File: src/rtl/load_store_unit_pkg.sv
// Shared definitions for the RV32I load/store unit.
// Contents:
//   LSU_B/H/W/BU/HU : funct3 access-width codes
//   lsu_state_e     : FSM state encoding (IDLE, REQ, RESP)
package load_store_unit_pkg;

  localparam logic [2:0] LSU_B  = 3'b000;
  localparam logic [2:0] LSU_H  = 3'b001;
  localparam logic [2:0] LSU_W  = 3'b010;
  localparam logic [2:0] LSU_BU = 3'b100;
  localparam logic [2:0] LSU_HU = 3'b101;

  typedef enum logic [1:0] {
    ST_IDLE = 2'b00,
    ST_REQ  = 2'b01,
    ST_RESP = 2'b10
  } lsu_state_e;

endpackage

File: src/rtl/lsu_align.sv
// Combinational lane logic for the load/store unit.
// Computes the byte enables, the replicated store data, the extracted and
// extended load data, and the legality check for one access description.
// Ports:
//   is_load   in  1   1 = load, 0 = store
//   funct3    in  3   access width code
//   addr_lo   in  2   byte offset within the word
//   wdata     in  32  raw store data (rs2)
//   rdata     in  32  raw memory read word
//   be        out 4   byte enables
//   wdata_rep out 32  store data replicated into every lane
//   rdata_ext out 32  extracted, sign/zero-extended load data
//   illegal   out 1   misaligned address or unsupported funct3
module lsu_align
  import load_store_unit_pkg::*;
(
  input  logic        is_load,
  input  logic [2:0]  funct3,
  input  logic [1:0]  addr_lo,
  input  logic [31:0] wdata,
  input  logic [31:0] rdata,
  output logic [3:0]  be,
  output logic [31:0] wdata_rep,
  output logic [31:0] rdata_ext,
  output logic        illegal
);

  logic [7:0]  byte_s;
  logic [15:0] half_s;

  // Select the addressed byte and half-word out of the read word.
  always_comb begin
    byte_s = 8'h00;
    case (addr_lo)
      2'b00:   byte_s = rdata[7:0];
      2'b01:   byte_s = rdata[15:8];
      2'b10:   byte_s = rdata[23:16];
      2'b11:   byte_s = rdata[31:24];
      default: byte_s = 8'h00;
    endcase
    if (addr_lo[1]) begin
      half_s = rdata[31:16];
    end else begin
      half_s = rdata[15:0];
    end
  end

  // Per-width enables, lane replication, extension and legality.
  always_comb begin
    be        = 4'b0000;
    wdata_rep = 32'h0000_0000;
    rdata_ext = 32'h0000_0000;
    illegal   = 1'b0;
    case (funct3)
      LSU_B: begin
        be        = 4'b0001 << addr_lo;
        wdata_rep = {4{wdata[7:0]}};
        rdata_ext = {{24{byte_s[7]}}, byte_s};
      end
      LSU_BU: begin
        be        = 4'b0001 << addr_lo;
        wdata_rep = {4{wdata[7:0]}};
        rdata_ext = {24'h00_0000, byte_s};
        illegal   = ~is_load;  // unsigned variants exist only for loads
      end
      LSU_H: begin
        be        = 4'b0011 << addr_lo;
        wdata_rep = {2{wdata[15:0]}};
        rdata_ext = {{16{half_s[15]}}, half_s};
        illegal   = addr_lo[0];
      end
      LSU_HU: begin
        be        = 4'b0011 << addr_lo;
        wdata_rep = {2{wdata[15:0]}};
        rdata_ext = {16'h0000, half_s};
        illegal   = addr_lo[0] | ~is_load;
      end
      LSU_W: begin
        be        = 4'b1111;
        wdata_rep = wdata;
        rdata_ext = rdata;
        illegal   = (addr_lo != 2'b00);
      end
      default: begin
        illegal = 1'b1;
      end
    endcase
  end

endmodule

File: src/rtl/load_store_unit.sv
// RV32I memory stage: executes LB/LH/LW/LBU/LHU/SB/SH/SW over a word-wide
// req/ready data-memory port, returns the extended load result and flags
// misaligned/illegal and timed-out accesses.
// Ports:
//   clk, reset (async, active-high)
//   valid_in, is_load, funct3, addr_in, wdata_in : request, sampled in IDLE
//   busy, done, load_data, err_misalign, err_timeout : pipeline side
//   mem_req, mem_we, mem_addr, mem_be, mem_wdata, mem_ready, mem_rdata : memory side
module load_store_unit
  import load_store_unit_pkg::*;
#(
  parameter int TIMEOUT_CYC = 255,
  parameter int CNT_W       = 8
) (
  input  logic        clk,
  input  logic        reset,
  input  logic        valid_in,
  input  logic        is_load,
  input  logic [2:0]  funct3,
  input  logic [31:0] addr_in,
  input  logic [31:0] wdata_in,
  output logic        busy,
  output logic        done,
  output logic [31:0] load_data,
  output logic        err_misalign,
  output logic        err_timeout,
  output logic        mem_req,
  output logic        mem_we,
  output logic [31:0] mem_addr,
  output logic [3:0]  mem_be,
  output logic [31:0] mem_wdata,
  input  logic        mem_ready,
  input  logic [31:0] mem_rdata
);

  localparam logic [CNT_W-1:0] TO_VAL = CNT_W'(TIMEOUT_CYC);

  lsu_state_e       state_r;
  logic [CNT_W-1:0] cnt_r;
  logic [CNT_W-1:0] cnt_next_s;
  logic             is_load_r;
  logic [2:0]       funct3_r;
  logic [1:0]       addr_lo_r;

  logic             sel_is_load_s;
  logic [2:0]       sel_funct3_s;
  logic [1:0]       sel_addr_lo_s;
  logic [3:0]       be_s;
  logic [31:0]      wdata_rep_s;
  logic [31:0]      rdata_ext_s;
  logic             illegal_s;

  assign cnt_next_s = cnt_r + CNT_W'(1);

  // One aligner serves both directions: live request in IDLE, latched one afterwards.
  always_comb begin
    if (state_r == ST_IDLE) begin
      sel_is_load_s = is_load;
      sel_funct3_s  = funct3;
      sel_addr_lo_s = addr_in[1:0];
    end else begin
      sel_is_load_s = is_load_r;
      sel_funct3_s  = funct3_r;
      sel_addr_lo_s = addr_lo_r;
    end
  end

  lsu_align u_align (
    .is_load   (sel_is_load_s),
    .funct3    (sel_funct3_s),
    .addr_lo   (sel_addr_lo_s),
    .wdata     (wdata_in),
    .rdata     (mem_rdata),
    .be        (be_s),
    .wdata_rep (wdata_rep_s),
    .rdata_ext (rdata_ext_s),
    .illegal   (illegal_s)
  );

  // Access FSM with all outputs registered.
  always_ff @(posedge clk or posedge reset) begin
    if (reset) begin
      state_r      <= ST_IDLE;
      cnt_r        <= '0;
      is_load_r    <= 1'b0;
      funct3_r     <= 3'b000;
      addr_lo_r    <= 2'b00;
      busy         <= 1'b0;
      done         <= 1'b0;
      load_data    <= 32'h0000_0000;
      err_misalign <= 1'b0;
      err_timeout  <= 1'b0;
      mem_req      <= 1'b0;
      mem_we       <= 1'b0;
      mem_addr     <= 32'h0000_0000;
      mem_be       <= 4'b0000;
      mem_wdata    <= 32'h0000_0000;
    end else begin
      case (state_r)
        ST_IDLE: begin
          done         <= 1'b0;
          err_misalign <= 1'b0;
          err_timeout  <= 1'b0;
          cnt_r        <= '0;
          if (valid_in) begin
            busy      <= 1'b1;
            is_load_r <= is_load;
            funct3_r  <= funct3;
            addr_lo_r <= addr_in[1:0];
            if (illegal_s) begin
              // Rejected without touching memory: report straight away.
              state_r      <= ST_RESP;
              done         <= 1'b1;
              err_misalign <= 1'b1;
            end else begin
              state_r   <= ST_REQ;
              mem_req   <= 1'b1;
              mem_we    <= ~is_load;
              mem_addr  <= {addr_in[31:2], 2'b00};
              mem_be    <= be_s;
              mem_wdata <= wdata_rep_s;
            end
          end
        end
        ST_REQ: begin
          cnt_r <= cnt_next_s;
          if (mem_ready) begin
            // Ready wins over a timeout landing in the same cycle.
            state_r <= ST_RESP;
            mem_req <= 1'b0;
            done    <= 1'b1;
            if (is_load_r) begin
              load_data <= rdata_ext_s;
            end
          end else if ((TIMEOUT_CYC != 0) && (cnt_next_s == TO_VAL)) begin
            state_r     <= ST_RESP;
            mem_req     <= 1'b0;
            done        <= 1'b1;
            err_timeout <= 1'b1;
          end
        end
        ST_RESP: begin
          state_r      <= ST_IDLE;
          busy         <= 1'b0;
          done         <= 1'b0;
          err_misalign <= 1'b0;
          err_timeout  <= 1'b0;
        end
        default: begin
          state_r <= ST_IDLE;
          busy    <= 1'b0;
          done    <= 1'b0;
          mem_req <= 1'b0;
        end
      endcase
    end
  end

endmodule
File: config.mk
export PLATFORM = sky130hd
export DESIGN_NAME = load_store_unit
export DESIGN_NICKNAME = d
export VERILOG_FILES = /design/src/rtl/load_store_unit_pkg.sv /design/src/rtl/lsu_align.sv /design/src/rtl/load_store_unit.sv
export SDC_FILE = /design/constraint.sdc
export NUM_CORES = 1
export LEC_CHECK = 0
export CAP_MARGIN = 30
export CORE_ASPECT_RATIO = 0.6
export CORE_MARGIN = 1
export CORE_UTILIZATION = 46
export CTS_CLUSTER_DIAMETER = 200
export CTS_CLUSTER_SIZE = 10
export DETAILED_ROUTE_END_ITERATION = 10
export GPL_ROUTABILITY_DRIVEN = 0
export GPL_TIMING_DRIVEN = 1
export PLACE_DENSITY = 0.81
export SETUP_SLACK_MARGIN = 0.3
export SYNTH_ARGS = -nofsm -noshare
export SYNTH_HDL_FRONTEND = slang
export SYNTH_HIERARCHICAL = 1
export SYNTH_SLANG_ARGS = --single-unit
File: constraint.sdc
create_clock -name clk -period 4.76 [get_ports clk]
set_input_delay 0.476 -clock clk [delete_from_list [all_inputs] [get_ports clk]]
set_output_delay 0.476 -clock clk [all_outputs]
set_load 0.02 [all_outputs]
# After elaboration in Yosys (flattened, before gate mapping)
# Cells that the tools add are included.
# Widths: inputs -> output; s select.
totals:
  reg_bits: 120
  input_bits: 104
  output_inout_bits: 106
  elab_cells: 86
op_classes:
  n_addsub: 1
  n_reduce_logical: 17
  bitwise: 6
  eq_ne: 15
  mux: 30
  n_shift: 2
op_table:
  columns: ["operator", "count"]
  rows:
  - ["$pmux 32 s5", 1]
  - ["$pmux 32 s3", 1]
  - ["$pmux 8 s4", 1]
  - ["$mux 16", 1]
  - ["$pmux 8 s2", 1]
  - ["$pmux 4 s3", 1]
  - ["$mux 1", 11]
  - ["$mux 2", 5]
  - ["$reduce_and 3->1", 3]
  - ["$add 8x1->8 const B", 1]
  - ["$eq 8x8->1 const B", 1]
  - ["$ne 2x2->1 const B", 4]
  - ["$pmux 1 s2", 4]
  - ["$reduce_bool 2->1", 4]
  - ["$eq 2x2->1 const B", 3]
  - ["$eq 3x3->1 const B", 2]
  - ["$reduce_and 2->1", 3]
  - ["$reduce_or 2->1", 3]
  - ["$not 1->1", 5]
  - ["$pmux 1 s5", 1]
  - ["$eq 2x1->1 const B", 2]
  - ["$logic_not 2->1", 2]
  - ["$pmux 2 s2", 1]
  - ["$reduce_and 4->1", 1]
  - ["9 further kinds", 9]

# Logic depth before layout (Yosys ltp)
# Gate-level depths: netlist (run 1).
depth:
  depth_word: 8
  mapped_depth: 10
  depth_no_buf: 6

# By module
# Netlist (run 1), hierarchy kept.
by_module_without_submodules:
  columns: ["mod", "area_each_um2", "cells_per_inst", "n_inst", "seq_area_each_um2"]
  rows:
  - ["load_store_unit", 4785.8, 311, 1, 3002.9]
  - ["lsu_align", 1186.1, 177, 1, 0.0]

# Least setup slack after synthesis (run 1)
# No wires, ideal clock.
synth_timing:
  kind: "flip-flop to flip-flop"
  from: "register state_r[0]"
  to: "register mem_addr[13]"
  path_slack_ns: 2.208
  t_arrival_ns: 2.425
  stages_incl_launch_ff: 11
  setup_ns: 0.127
  required_ns: 4.633
  path_buffers: 4
  synth_period_minus_slack_ns: 2.552
  cell_sequence: "dfrtp_1 -> nor2_4 -> mux2_2 -> buf_6 -> buf_2 -> nor2_1 -> a32oi_1 -> nor2_4 -> buf_6 -> buf_8 -> mux2_1"
synth_via:
  word_cells_on_any_way: 15
  classes_between: "eq/ne: 4; mux: 4; bitwise: 3; reduce/logical: 4"
synth_rtl:
  columns: ["item", "line", "text"]
  rows:
  - ["start, declared", "load_store_unit.sv:38", "lsu_state_e state_r;"]
  - ["start signal, assigned", "load_store_unit.sv:83", "state_r <= ST_IDLE;"]
  - ["start signal, assigned", "load_store_unit.sv:112", "state_r <= ST_RESP;"]
  - ["start signal, assigned", "load_store_unit.sv:116", "state_r <= ST_REQ;"]
  - ["$logic_not 2->1 *", "load_store_unit.sv:57", "if (state_r == ST_IDLE) begin"]
  - ["$mux 3 *", "load_store_unit.sv:57", null]
  - ["named net sel_funct3_s[0]", "load_store_unit.sv:46", "logic [2:0] sel_funct3_s;"]
  - ["$eq 3x2->1 (tied with other cells)", "lsu_align.sv:54", "case (funct3)"]
  - ["$pmux 1 s5 *", "lsu_align.sv:54", null]
  - ["named net illegal_s", "load_store_unit.sv:51", "logic illegal_s;"]
  - ["$not 1->1 (no source line) *", null, null]
  - ["$reduce_and 3->1 (no source line) *", null, null]
  - ["end signal, assigned", "load_store_unit.sv:119", "mem_addr <= {addr_in[31:2], 2'b00};"]
  - ["end, declared", "load_store_unit.sv:29", "output logic [31:0] mem_addr,"]
# Mark *: on every way through the listed nets, which the timed path passes. The rest lies on a longest branch.
# A chain may end at the register's enable or synchronous reset.

# Final worst setup path (run 1)
layout_timing:
  from: "register state_r[0]"
  to: "register mem_wdata[21]"
layout_via:
  word_cells_on_any_way: 18
  classes_between: "eq/ne: 4; mux: 5; bitwise: 3; reduce/logical: 6"
layout_rtl:
  columns: ["item", "line", "text"]
  rows:
  - ["$logic_not 2->1 *", "load_store_unit.sv:57", null]
  - ["$mux 3 *", "load_store_unit.sv:57", null]
  - ["named net sel_funct3_s[1]", "load_store_unit.sv:46", null]
  - ["$eq 3x2->1 (tied with other cells)", "lsu_align.sv:54", null]
  - ["$pmux 1 s5 *", "lsu_align.sv:54", null]
  - ["named net illegal_s", "load_store_unit.sv:51", null]
  - ["$not 1->1 (no source line) *", null, null]
  - ["$reduce_and 3->1 (no source line) *", null, null]
  - ["end signal, assigned", "load_store_unit.sv:121", "mem_wdata <= wdata_rep_s;"]
  - ["end, declared", "load_store_unit.sv:31", "output logic [31:0] mem_wdata,"]
# Marked as above.

==> flow_summary.yaml, run 1 <==
run_status:
  status: "complete, no violations"
clock_tree:
  clkSinkCount: 120
  cts_tree: "built"
  cts-root-buf: "clkbuf_16"
  cts_hold_buf: 0
  cts.clk_slew.worst_paths_ns: 0.06
  h-tree-depth: 4
  post_cts_resize_count: 0
  insertion_delay_ns: 0.40
  cts_setup_buffers: 0
  clockBufferDepth: 2
  cts_buffers: 17
timing:
  rsz0062_at_grt: "false"
  fmax_ghz: 0.266
  tightest_slew_ns: 0.808
  finalHoldViolCount: 0
  clock_skew_ns: 0.00900
  slew_viol_final: 0
  layout_setup_ws_ns: 0.997
  max_slew_margin: 0.455
  min_period_ns: 3.76
  setup_viol: 0
  fin_tns_setup_ns: 0
  post-route-period-util: 0.791
job:
  cap_violations: 0
die:
  dieHeight_um: 90.3
  core_area_sq_mm: 0.0123
  pin_count: 210
  start_util: 0.484
  die_width_um: 149
  rows: 31
  die_area_sq_mm: 0.0135
synthesis:
  synthMuxAreaShare: 0.237
  synth.area.top_cells: "dfrtp_1, mux2_2, mux2_1, a21o_1, nand2_1"
  yosysUniqueCellTypes: 59
  seq_area_frac_synth: 0.503
  synth_top_cell_by_area: "dfrtp_1"
  synth-simple-area-share: 0.0872
  ys_async_sr_fraction: 1.00
  synth_cells: 488
  syn_area_per_cell_sq_um: 12.2
  synth_xor_xnor_area_share: 0.00293
  yosys_warnings: 6
  synth.most_common_cell: "dfrtp_1"
  synth_top_area_frac: 0.503
  yosys-top-cells-count: "dfrtp_1, mux2_2, nand2_1"
  synth_compound_area_frac: 0.125
  ys_ff_latch: 120
  synth_area_sq_mm: 0.00597
  synth_top_flop_cell: "dfrtp_1"
  synthAdderAreaFrac: 0.00419
  synth_edf_count: 0
  synth_top_family_by_area: "multiplexers"
power:
  power_leakage_nw: 3.78
  vdd_ir_drop_max_mv: 0.318
  power_density_mw_per_mm2: 683
setup_path:
  crit_path_start_kind: "flop"
  arrival_ns: 4.04
  crit_required_ns: 5.03
  crit_fanout: 44
  crit_path_end_kind: "flop"
  path_class: "reg -> reg"
global_routing:
  grt_pass1_wl_um: 25400
  grt_overflow_total: 0
  grt_max_degree: 50
  antenna_found_initial: 0
  track_usage: 0.243
  grt_pass1_vias: 4770
placement:
  portBuffers: 207
  pre_cts_ws_ns: 1.02
  hpwlAfterDp_um: 11600
finish:
  final_nets: 794
  drive_gt1_frac: 0.215
  antenna_cells: 0
  synthToLayoutAreaGrowth_pct: 46.0
routing:
  via_per_inst: 5.43
  antenna_left: 0
  num_vias: 4699
  drt-initial-drc-count: 222
  drc_errors: 0
  wl_per_cell_um: 18.4
  drt-pass1-iter-count: 4
  routed_wirelength_um: 15900
worst_hold_path:
  min_path_type: "reg -> reg"
==> path summary, 6_finish.rpt <==
kind                                   start             to  slack (ns)  depth (start not counted)
max in group asynchronous              reset  mem_wdata[12]        3.18                          4
worst min register to register  mem_addr[18]   mem_addr[18]        0.48                          1
worst min-delay path            mem_addr[18]   mem_addr[18]        0.48                          1
worst max register to register    state_r[0]  mem_wdata[21]         1.0                          7
min in group asynchronous              reset   mem_addr[16]        0.49                          2
worst max-delay path              state_r[0]  mem_wdata[21]         1.0                          7
==> critical path, cell delays in order (launching register included) <==
cell	delay (ns)
dfrtp_1	0.52
nor2_4	0.33
mux2_2	0.56
clkinv_1	0.28
a32oi_1	0.29
nor2_4	0.63
buf_4	0.59
mux2_2	0.40
==> area by class of cell <==
| class | instances | area, sq um |
|---|---|---|
| flip-flops and latches | 120 | 3000 |
| multi-input cells | 332 | 2740 |
| well taps | 165 | 206 |
| repair buffers | 212 | 2130 |
| clock inverters | 13 | 168 |
| clock buffers | 19 | 453 |
| inverters | 5 | 21.3 |
| fillers | 872 | 3620 |
==> logic make-up (layout without fill, tap and decap cells) <==
group,count (synthesis),in the layout
xor gates and xnor gates,2,2
other,1,2
DFF,120,120
adders and majority gates,2,2
AOI/OAI and AO/OA,103,103
muxes,127,127
and+or+nand+nor,96,96
buffers and inverters,37,249
==> per-layer routing <==
metal | GRT usage | up-vias | wire length, um
met2 | 0.375 | 221 | 7140
met1 | 0.330 | 2292 | 7130
met5 | 0 | - | 0
li1 | - | 2182 | -
met3 | 0.0869 | 4 | 1570
met4 | 0.0502 | 0 | 49
==> flip-flops by register name, summed over array words and instances (netlist names) <==
| name | flops |
|---|---|
| state_r | 2 |
| mem_addr | 30 |
| done | 1 |
| is_load_r | 1 |
| mem_wdata | 32 |
| mem_req | 1 |
| load_data | 32 |
| mem_we | 1 |
| addr_lo_r | 2 |
| mem_be | 4 |
| err_misalign | 1 |
| busy | 1 |
| err_timeout | 1 |
| cnt_r | 8 |
| funct3_r | 3 |
==> layout by cell type, fill, tap and decap left out, drive strengths merged, types with 3 or more instances in the layout <==
master,Yosys,final
o211ai,3,3
and2b,4,4
nand2b,6,6
a22o,8,8
mux2,117,117
a211oi,3,3
nand3,5,5
dfrtp,120,120
and2,8,8
a31oi,19,19
a21o,18,18
clkinvlp,0,5
o31ai,6,6
nand2,35,35
a22oi,6,6
nor2b,8,8
inv,4,6
o21ai,23,23
clkbuf,7,19
mux2i,10,10
a221o,4,4
nor2,18,18
buf,25,5
bufinv,0,3
clkdlybuf4s50,0,207
clkinv,1,4
==> per-stage QoR <==
stage          cells  instance area [sq um]  utilization  power [mW]  hold slack (ns)
6_report         866                   8720        0.707        5.95            0.482
3_5_place_dp     834                   8100        0.656        4.63            0.477
5_1_grt          866                   8720        0.707        6.28            0.511
4_1_cts          866                   8720        0.707        5.99            0.491
3_3_place_gp     833                   8070        0.654        4.54            0.468
2_1_floorplan    489                   5980            -        3.50            0.475
==> report_power, final <==
group          switching, mW  internal [mW]  total [mW]  leakage [nW]
Sequential             0.252           1.45        1.70          1.52
Combinational           1.47           1.46        2.93          1.97
Clock                  0.473          0.855        1.33         0.288
Total                   2.19           3.76        5.95          3.78
Power figures use the tool's default switching activity.
==> inputs of run 2 (changes only) <==
--- a/config.mk
+++ b/config.mk
@@ -8,13 +8,13 @@
 export CAP_MARGIN = 30
 export CORE_ASPECT_RATIO = 0.6
 export CORE_MARGIN = 1
-export CORE_UTILIZATION = 46
+export CORE_UTILIZATION = 41
 export CTS_CLUSTER_DIAMETER = 200
 export CTS_CLUSTER_SIZE = 10
 export DETAILED_ROUTE_END_ITERATION = 10
 export GPL_ROUTABILITY_DRIVEN = 0
 export GPL_TIMING_DRIVEN = 1
-export PLACE_DENSITY = 0.81
+export PLACE_DENSITY = 0.77
 export SETUP_SLACK_MARGIN = 0.3
 export SYNTH_ARGS = -nofsm -noshare
 export SYNTH_HDL_FRONTEND = slang
==> constraint.sdc (replaced) <==
create_clock -name clk -period 3.45 [get_ports clk]
set_input_delay 0.345 -clock clk [delete_from_list [all_inputs] [get_ports clk]]
set_output_delay 0.345 -clock clk [all_outputs]
set_load 0.02 [all_outputs]
==> run 2 against run 1 <==
Global-route usage shrank 1.3 points. Power grew 39%. Clock-buffer cell count shrank 1. Sequential power grew 38%. Clock skew grew 0.0031 ns. Largest cell class unchanged. Register-to-register slack lost 0.40 ns. Non-clock buffer count grew 11. Critical path depth grew 2. Critical endpoint is now mem_addr[18].
==> flow_summary.yaml, run 2 (synthesized netlist as in run 1, its figures left out) <==
placement:
  hpwlAfterDp_um: 12100
  portBuffers: 207
clock_tree:
  cts_buffers: 17
  h-tree-depth: 4
  cts_tree: "built"
  cts.clk_slew.worst_paths_ns: 0.06
  clockBufferDepth: 2
  insertion_delay_ns: 0.41
  clkSinkCount: 120
  cts_hold_buf: 0
  cts-root-buf: "clkbuf_16"
setup_path:
  crit_required_ns: 3.73
  crit_fanout: 24
  r2r_end: "mem_addr[18]"
  rrSetupSlack_ns: 0.60
  crit_path_start_kind: "flop"
  reg2reg_depth: 9
  arrival_ns: 3.14
  crit_path_end_kind: "flop"
  r2r_start: "state_r[1]"
  path_class: "reg -> reg"
finish:
  antenna_cells: 0
  drive_gt1_frac: 0.229
  final_nets: 805
  synthToLayoutAreaGrowth_pct: 47.9
  reg_top3: "load_data x32, mem_wdata x32, mem_addr x30"
  mostFrequentLayoutCell: "clkdlybuf4s50_1"
  mostFrequentLayoutCells: "clkdlybuf4s50_1, dfrtp_1, mux2_2"
power:
  power_density_mw_per_mm2: 937
  internal-power_mw: 5.18
  pwr-share-clk: 0.212
  combPwrFrac: 0.503
  power_leakage_nw: 3.84
  p_sw_frac: 0.374
  switchingPower_mw: 3.09
  p_seq_frac: 0.285
  vdd_ir_drop_max_mv: 0.452
die:
  pin_count: 210
  start_util: 0.429
  die_area_sq_mm: 0.0151
  rows: 33
  core_area_sq_mm: 0.0139
  die_width_um: 158
  dieHeight_um: 95.5
timing:
  setup_viol: 0
  fmax_ghz: 0.350
  holdWs_ns: 0.286
  max_slew_margin: 0.388
  fin_tns_setup_ns: 0
  post-route-period-util: 0.827
  slew_viol_final: 0
  min_period_ns: 2.85
  clock_skew_ns: 0.0121
  tightest_slew_ns: 0.908
  rsz0062_at_grt: "false"
  finalHoldViolCount: 0
routing:
  num_vias: 4808
  drc_errors: 0
  via_per_inst: 5.32
  wl_per_cell_um: 18.6
  antenna_left: 0
  drt-initial-drc-count: 280
  routed_wirelength_um: 16800
  drt-pass1-iter-count: 4
global_routing:
  antenna_found_initial: 0
  grt_pass1_wl_um: 26300
  track_usage: 0.231
  grt_pass1_vias: 4913
  grt_overflow_total: 0
  grt_max_degree: 45
job:
  cap_violations: 0
run_status:
  status: "complete, no violations"
worst_hold_path:
  min_path_type: "in -> async"
run 2: final cells by class:
class / count / area, sq um
tap: 192 / 240
fill: 1094 / 5080
multi-input combinational: 332 / 2740
clock inverter: 14 / 148
clock buffer: 18 / 439
sequential: 120 / 3000
timing repair buffer: 223 / 2240
inverter: 5 / 22.5
run 2: worst max path at each step:
stage / to / cells after the start / start / slack, ns
detailed placement: mem_addr[18] / 8 / state_r[0] / 0.52
finish: mem_addr[18] / 9 / state_r[1] / 0.60
global placement: mem_addr[4] / 8 / state_r[0] / 0.62
floorplan: mem_addr[13] / 10 / state_r[0] / 0.90
CTS: mem_addr[2] / 8 / state_r[0] / 0.49
global route: mem_addr[14] / 8 / state_r[1] / 0.39
run 2: per-layer routing:
metal	global-route usage	vias to the layer above	part of all wire
met1	0.315	2342	0.45
met2	0.351	234	0.45
met3	0.0745	19	0.097
met5	0	-	0
li1	-	2213	-
met4	0.0647	0	0.0095
run 2: stage by stage:
step                total power [mW]  instance area, sq um  std cells   util  worst slack (ns)
floorplan                       4.83                  5980        489      -             0.898
global placement                6.36                  8190        867  0.589             0.625
detailed placement              6.49                  8210        868  0.590             0.518
CTS                             8.30                  8800        900  0.632             0.494
global route                    8.74                  8830        904  0.635             0.389
finish                          8.28                  8830        904  0.635             0.595
run 2: repair_timing:
| action | in CTS | in global routing |
|---|---|---|
| resized for setup | 0 | 1 |
| buffers inserted | 0 | 4 |
| setup endpoints to repair | 0 | 29 |
run 2: critical path, cell delays in order, from the launching register on:
cell	delay [ns]
dfrtp_1	0.60
nor2_4	0.10
buf_4	0.17
mux2_2	0.24
buf_4	0.25
clkinv_1	0.13
a32oi_1	0.54
nor2_4	0.10
buf_4	0.26
mux2_1	0.35
run 2: power groups by stage:
stage / Clock [mW] / Combinational [mW] / Sequential (mW)
global placement: 0 / 4.02 / 2.34
CTS: 1.79 / 4.15 / 2.36
global route: 1.85 / 4.45 / 2.43
detailed placement: 0 / 4.12 / 2.37
floorplan: 0 / 1.88 / 2.95
finish: 1.76 / 4.17 / 2.35
